File: config.mk
export PLATFORM = sky130hd
export DESIGN_NAME = debug_req_controller
export DESIGN_NICKNAME = d
export VERILOG_FILES = /design/src/rtl/debug_req_pkg.sv /design/src/rtl/debug_req_timer.sv /design/src/rtl/debug_req_controller.sv
export SDC_FILE = /design/constraint.sdc
export NUM_CORES = 1
export LEC_CHECK = 0
export CORE_UTILIZATION = 49
export CTS_BUF_LIST = sky130_fd_sc_hd__clkbuf_8
export CTS_CLUSTER_SIZE = 20
export DETAILED_ROUTE_END_ITERATION = 10
export GPL_TIMING_DRIVEN = 1
export PLACE_DENSITY = 0.75
export SYNTH_ARGS = -nofsm -noshare
export SYNTH_HDL_FRONTEND = slang
export SYNTH_SLANG_ARGS = --single-unit
File: constraint.sdc
create_clock -name clk -period 1.6 [get_ports clk]
set_clock_uncertainty 0.2 [all_clocks]
set_input_delay 0.32 -clock clk [delete_from_list [all_inputs] [get_ports clk]]
set_output_delay 0.32 -clock clk [all_outputs]
set_load 0.02 [all_outputs]
File: src/rtl/debug_req_pkg.sv
// Shared types and default parameters for the debug request controller.
package debug_req_pkg;

  typedef enum logic [1:0] {
    DBG_IDLE   = 2'd0,
    DBG_REQ    = 2'd1,
    DBG_HALTED = 2'd2
  } dbg_state_e;

  localparam int DEF_TIMEOUT_CYCLES = 1024;
  localparam int DEF_CNT_W          = 8;

endpackage

File: src/rtl/debug_req_timer.sv
// Request timer: counts cycles while enabled, flags the last allowed cycle.
// A limit of 0 disables expiry entirely.
module debug_req_timer #(
  parameter int W = 1
) (
  input  logic         clk,
  input  logic         rst_ni,
  input  logic         clear,
  input  logic         enable,
  input  logic [W-1:0] limit,
  output logic         expired
);

  logic [W-1:0] count;

  // Cycle counter; clear has priority so every request starts from 0.
  always_ff @(posedge clk or negedge rst_ni) begin
    if (!rst_ni) begin
      count <= '0;
    end else if (clear) begin
      count <= '0;
    end else if (enable) begin
      count <= count + W'(1);
    end
  end

  // Expiry marks the final cycle the request may stay up (count == limit-1).
  always_comb begin
    expired = (limit != '0) && (count == (limit - W'(1)));
  end

endmodule

File: src/rtl/debug_req_controller.sv
// Debug request initiator: converts a host halt pulse into a held debug_req
// level, waits for the core to halt (or times out), then tracks resume.
// Optional feature macro: DEBUG_AUTO_HALT_EN (halt-on-reset: a havereset
// rise seen while idle starts a halt request on its own).
import debug_req_pkg::*;

module debug_req_controller #(
  parameter int TIMEOUT_CYCLES = DEF_TIMEOUT_CYCLES,
  parameter int CNT_W          = DEF_CNT_W
) (
  input  logic             clk,
  input  logic             rst_ni,
  input  logic             halt_req_i,
  input  logic             havereset_clr_i,
  input  logic             debug_havereset_i,
  input  logic             debug_running_i,
  input  logic             debug_halted_i,
  output logic             debug_req_o,
  output logic             busy_o,
  output logic             halt_ack_o,
  output logic             timeout_o,
  output logic             resume_done_o,
  output logic             havereset_seen_o,
  output logic [CNT_W-1:0] halt_count_o
);

  localparam int TMR_W = (TIMEOUT_CYCLES == 0) ? 1 : $clog2(TIMEOUT_CYCLES + 1);
  localparam logic [TMR_W-1:0] TMR_LIMIT = TMR_W'(TIMEOUT_CYCLES);

  dbg_state_e state;
  logic       havereset_prev;
  logic       havereset_rise;
  logic       start;
  logic       tmr_expired;
  logic       in_req;

  assign in_req         = (state == DBG_REQ);
  assign havereset_rise = debug_havereset_i & ~havereset_prev;

`ifdef DEBUG_AUTO_HALT_EN
  assign start = halt_req_i | havereset_rise;
`else
  assign start = halt_req_i;
`endif

  // Timer runs only in REQ and is held at 0 otherwise, so each entry starts fresh.
  debug_req_timer #(
    .W (TMR_W)
  ) u_timer (
    .clk     (clk),
    .rst_ni  (rst_ni),
    .clear   (~in_req),
    .enable  (in_req),
    .limit   (TMR_LIMIT),
    .expired (tmr_expired)
  );

  // Havereset edge detect and sticky flag; a new rise beats a simultaneous clear.
  always_ff @(posedge clk or negedge rst_ni) begin
    if (!rst_ni) begin
      havereset_prev   <= 1'b0;
      havereset_seen_o <= 1'b0;
    end else begin
      havereset_prev <= debug_havereset_i;
      if (havereset_rise) begin
        havereset_seen_o <= 1'b1;
      end else if (havereset_clr_i) begin
        havereset_seen_o <= 1'b0;
      end
    end
  end

  // Request FSM with registered outputs; status pulses default low each cycle.
  always_ff @(posedge clk or negedge rst_ni) begin
    if (!rst_ni) begin
      state         <= DBG_IDLE;
      debug_req_o   <= 1'b0;
      busy_o        <= 1'b0;
      halt_ack_o    <= 1'b0;
      timeout_o     <= 1'b0;
      resume_done_o <= 1'b0;
      halt_count_o  <= '0;
    end else begin
      halt_ack_o    <= 1'b0;
      timeout_o     <= 1'b0;
      resume_done_o <= 1'b0;
      case (state)
        DBG_IDLE: begin
          if (start) begin
            state       <= DBG_REQ;
            debug_req_o <= 1'b1;
            busy_o      <= 1'b1;
          end
        end
        DBG_REQ: begin
          // Halted is checked first so it wins over a coincident timeout.
          if (debug_halted_i) begin
            state       <= DBG_HALTED;
            debug_req_o <= 1'b0;
            halt_ack_o  <= 1'b1;
            if (halt_count_o != {CNT_W{1'b1}}) begin
              halt_count_o <= halt_count_o + CNT_W'(1);
            end
          end else if (tmr_expired) begin
            state       <= DBG_IDLE;
            debug_req_o <= 1'b0;
            busy_o      <= 1'b0;
            timeout_o   <= 1'b1;
          end
        end
        DBG_HALTED: begin
          if (debug_running_i) begin
            state         <= DBG_IDLE;
            busy_o        <= 1'b0;
            resume_done_o <= 1'b1;
          end
        end
        default: begin
          state       <= DBG_IDLE;
          debug_req_o <= 1'b0;
          busy_o      <= 1'b0;
        end
      endcase
    end
  end

endmodule

==> results.cfg <==
[final_layout]
drive_gt1_frac = 0.284
final_common_cell = dfrtp_1
fin_cells = 192
diodes = 0
fin_area_sq_um = 1800
nets = 172
final_cell_mix = dfrtp_1, buf_4, dlygate4sd2_1
syn2layout_area_growth_pct = 38.2

[floorplanning]
initial_core_util = 0.521
fp.dieArea_sq_um = 2870
coreArea_sq_um = 2500
chipWidth_um = 53.5
die_h_um = 53.5
row_count = 18
ios = 21

[worst_setup_path]
cp_data_required_time_ns = 1.61
end_kind = register
path_buf_inv = 1
path_delay_family = simple AND/OR/NAND/NOR gates
cp.arrival_ns = 1.58
crit_path_max_incr_delay_ns = 0.48
cp.depth = 4
critPathKind = register to register
crit_path_start_kind = register
cp_max_fo = 6
worstRegToRegCells = 4
crit_slowest_cell = or4_1
critical_path.cell_chain = buf_4, nand4_4, or4_1, a21oi_1

[sta]
finalSetupViolCount = 0
grt_setup_unrepaired = true
fmax_ghz = 0.635
period_share = 0.985
hold_viol = 0
timing.hold.ws_ns = 0.186
min_period_ns = 1.58
drv_slew = 0
fin_tns_setup_ns = 0
worstMarginPinSlew_ns = 0.268
relSlewSlack = 0.821

[grt]
grt_pass1_vias = 999
grt_max_degree = 29
grt_pass1_wl_um = 4330
grt_usage = 0.213
gr-total-overflow = 0
antenna_found_initial = 0

[power_and_ir_drop]
leakage_nw = 0.821
p_sw_mw = 0.951
power_mw = 2.48
powerDensity_nw_per_um2 = 1380
pwr-share-comb = 0.434
clkPwrFrac = 0.155
switching_share = 0.383
ir_worst_vdd_mv = 1.00
seqPwrFrac = 0.411
p_int_mw = 1.53

[flow_run]
cap_violations = 0

[place]
place_hpwl_um = 1990
dp.cells = 188
portBuffers = 20
gp_congestion = 0.764
placed_area_sq_um = 1700

[yosys]
ys_seq_elements = 28
syn_nets = 128
synth_edf_count = 0
synth_cell_types = 40
yosysWarnings = 0
synthFlopType = dfrtp_1
syn-instance-count = 119
synth.avg_cell_area_sq_um = 10.9
synthesis.area_sq_um = 1300
synth_seq_area_share = 0.538
synthArstFlopShare = 1.00

[cts]
clkLatencyLatePin_ns = 0.27
cts_tree = done
cts_setup_buffers = 0
hold_buffers = 0
numCtsBuffers = 3
cts.path.max_buffers = 2
cts_max_level = 1
cts.sinks = 28
clockRootBuffer = clkbuf_8
clk_pin_slew_ns = 0.09

[status]
status = completed

[route]
wl_um = 2760
drtIter0Drc = 22
dr.pass1.iters = 4
avgViaCountPerCell = 5.59
postRouteAntennaNets = 0
drc = 0
vias = 1073
wl_per_cell_um = 14.4

[hold_path]
hold_path.class = input port to async pin
-- layout make-up --
| type | instances | area, sq um |
|---|---|---|
| Inverter | 8 | 30.0 |
| Timing Repair Buffer | 41 | 353 |
| Multi-Input combinational cell | 81 | 628 |
| Sequential cell | 28 | 704 |
| Clock inverter | 1 | 3.75 |
| Fill cell | 196 | 702 |
| Clock buffer | 3 | 41.3 |
| Tap cell | 30 | 37.5 |
-- power by group through the flow --
stage / clock, mW / combinational, mW / sequential [mW]
2_1_floorplan: 0 / 0.408 / 1.16
3_3_place_gp: 0 / 1.06 / 1.00
3_5_place_dp: 0 / 1.09 / 1.01
4_1_cts: 0.390 / 1.03 / 1.00
5_1_grt: 0.412 / 1.17 / 1.04
6_report: 0.385 / 1.08 / 1.02
-- routing by layer --
| layer | routed length [um] | GRT usage | vias to the layer above |
|---|---|---|---|
| li1 | - | - | 521 |
| met1 | 1320 | 0.279 | 526 |
| met2 | 1300 | 0.352 | 21 |
| met3 | 93 | 0.0282 | 5 |
| met4 | 44 | 0.0921 | 0 |
| met5 | 0 | 0 | - |
-- logic make-up after synthesis --
kind of cell / synth area share
flops: 0.538
compound gates: 0.146
buf+inv: 0.0356
xor+xnor: 0.0337
simple gates: 0.202
fa+ha+maj: 0.0192
mux: 0.0250
-- path summary, 6_finish.rpt --
kind / startpoint / endpoint / slack [ns]
max in group asynchronous: rst_ni / halt_count_o[1] / 0.85
hold / removal: rst_ni / u_timer.count[7] / 0.19
min in group clk: debug_halted_i / state[1] / 0.20
setup / recovery: u_timer.count[0] / u_timer.count[9] / 0.02
hold reg to reg: havereset_prev / havereset_seen_o / 0.24
setup reg to reg: u_timer.count[0] / u_timer.count[9] / 0.02
-- cell usage after synthesis (all sizes together), types with 3 or more instances --
library cell / n / share of area
inv: 7 / 0.020
nand3: 7 / 0.031
dfrtp: 28 / 0.54
o21ai: 6 / 0.026
o31ai: 4 / 0.023
nand4: 4 / 0.036
nand2: 7 / 0.020
xnor2: 3 / 0.020
and3: 3 / 0.014
or3: 4 / 0.021
a21oi: 9 / 0.035
nor2: 8 / 0.023
-- sequential cells by signal, summed over array words and instances, names as in the netlist --
register and count:
halt_count_o 8, debug_req_o 1, busy_o 1, halt_ack_o 1, u_timer.count 11, havereset_prev 1
havereset_seen_o 1, resume_done_o 1, timeout_o 1, state 2
-- metrics by stage --
step | worst slack [ns] | util
after floorplan | 0.00190 | -
after global placement | -0.238 | 0.679
after detailed placement | -0.284 | 0.679
after CTS | 0.0189 | 0.700
after global routing | -0.0156 | 0.719
final | 0.0245 | 0.719
-- repair_timing --
item                       in CTS  in global routing
gates resized for setup        17                 13
pin swaps                       0                  2
setup endpoints to repair      17                 12
-- worst register-to-register path: cells and delay by family, from the launching register on --
| family | cells | cell delay [ns] |
|---|---|---|
| AND/OR/NAND/NOR | 2 | 0.61 |
| flip-flops | 1 | 0.40 |
| AO/OA/AOI/OAI | 1 | 0.14 |
| buffers and inverters | 1 | 0.15 |
No activity file was read; power rests on OpenSTA's default activity.
==> variant: new RTL, same flow settings <==
Re-encode `dbg_state_e` (3 states) as one-hot, 3 bits wide.
--- a/src/rtl/debug_req_pkg.sv
+++ b/src/rtl/debug_req_pkg.sv
@@ -1,10 +1,10 @@
 // Shared types and default parameters for the debug request controller.
 package debug_req_pkg;
 
-  typedef enum logic [1:0] {
-    DBG_IDLE   = 2'd0,
-    DBG_REQ    = 2'd1,
-    DBG_HALTED = 2'd2
+  typedef enum logic [2:0] {
+    DBG_IDLE   = 3'b001,
+    DBG_REQ    = 3'b010,
+    DBG_HALTED = 3'b100
   } dbg_state_e;
 
   localparam int DEF_TIMEOUT_CYCLES = 1024;
Behaviour: same outputs for any inputs over 10 cycles, from zero or initial values and one cycle with rst_ni low; not proved beyond that.
==> variant against the original RTL <==
- the run now ends with setup timing left
- sequential cell count rose by 1
- critical path depth is the same
- area after synthesis up 5.7%
- utilization rose by 7.0 points
- wire length is 14% higher
- cell area up 13%
- total power decreased by 2.8%
- worst setup slack got worse by 0.054 ns
==> variant: results (changes against the original RTL) <==
| Metric | Value |
|---|---|
| Setup ws final | `-0.0298 ns (-0.0543 ns)` |
| Multiplexer share of the synthesized area | `2.37% (-0.13 points)` |
| Count of multi-input gates | `83 (+2.5%)` |
| Outcome | `finished with violations` |
| NonClk Buf Share | `21.3% (+1.7 points)` |
| Metal3 WL | `142 µm (+53%)` |
| CP top delay family | `flip-flops` |
| DR pass1 iterations | `3 (-1)` |
| Synth top cells by count | `dfrtp_1, nor2_1, inv_1, nand2_1` |
| Grt met2 use | `36.7% (+1.5 points)` |
| Multi-input combinational area share | `34.8% (-0.16 points)` |
| Worst R2R Start | `state[0]` |
| CTS resizes | `27 (+10)` |
| First-pass GRT wire length | `4630 µm (+7.0%)` |
| Postcts setup bufs | `3 (+3)` |
| Pint | `1630 µW (+6.7%)` |
| Buffers, non-clock | `51 (+24%)` |
| Clock group | `585 µW (+52%)` |
| Vias after detailed routing | `1099 (+2.4%)` |
| Seq Cell Count | `29 (+3.6%)` |
| Final setup viols | `7 (+7)` |
| Synth Instances | `123 (+3.4%)` |
| Number of H-tree levels | `2 (+1)` |
| Syn_area_per_cell | `11.2 µm² (+2.2%)` |
| Synth Area in XOR/XNOR | `5.73% (+2.4 points)` |
| Pin count of the biggest net entering global routing | `30 (+3.4%)` |
| Max_slew headroom | `79.5% (-2.6 points)` |
| Compound-Gate Fraction of Synth Area | `10.3% (-4.3 points)` |
| Failing checks | `setup timing` |
| Synth unique cells | `41 (+2.5%)` |
| Syn nets | `132 (+3.1%)` |
| Clk slew on worst S/H paths | `0.06 ns (-0.03 ns)` |
| DR WL met2 | `1620 µm (+25%)` |
| Biggest regs | `u_timer.count x11, halt_count_o x8, state x3` |
| Worst slack, placed | `-0.368 ns (-0.0843 ns)` |
| Final setup TNS | `-0.0833 ns (-0.0833 ns)` |
| Routing usage on met1 | `27.6% (-0.32 points)` |
| Clock-cell share of area | `4.45% (+1.9 points)` |
| Clock buf count | `6 (+3)` |
| RR Endpoint | `halt_count_o[1]` |
| GRT Total Usage | `23.1% (+1.8 points)` |
| Fraction of area in registers | `36.1% (-3.0 points)` |
| Fill cells | `168 (-14%)` |
| Drt total wl | `3150 µm (+14%)` |
| CP max stage cell | `dfstp_2` |
| DRT iter0 DRCs | `16 (-27%)` |
| Seq/Total Area, Yosys | `52.9% (-0.98 points)` |
| Slowest stage delay, CP | `0.53 ns (+0.05 ns)` |
| Placed Area | `0.00180 mm² (+6.0%)` |
| Adder-cell share of the synthesized area | `1.82% (-0.10 points)` |
==> variant: changes by cell type in the layout (fill, tap and decap cells not counted), moves of 3 or more <==
cell | unedited run | this run
buf_4 | 20 | 29
clkbuf_8 | 3 | 6
o21ai_0 | 5 | 2
xnor2_1 | 3 | 7
a21oi_2 | 0 | 3
a21oi_1 | 9 | 4
nor2_1 | 8 | 11
o31ai_1 | 4 | 1
nand3_1 | 5 | 2
==> variant: how the worst min path moves through the flow <==
stage	startpoint	endpoint	slack, ns	cells after the start
after global routing	rst_ni	u_timer.count[1]	0.21	2
after CTS	rst_ni	u_timer.count[7]	0.20	2
final	rst_ni	u_timer.count[7]	0.20	2
after floorplan	rst_ni	busy_o	-0.18	0
after detailed placement	havereset_prev	havereset_seen_o	0.23	1
after global placement	havereset_prev	havereset_seen_o	0.22	1
==> variant: kinds of logic after synthesis <==
family                     after synthesis
AOI/OAI and AO/OA                       20
xor gates and xnor gates                 9
adders and majority gates                2
buffers and inverters                   11
DFF                                     29
muxes                                    3
and+or+nand+nor                         49
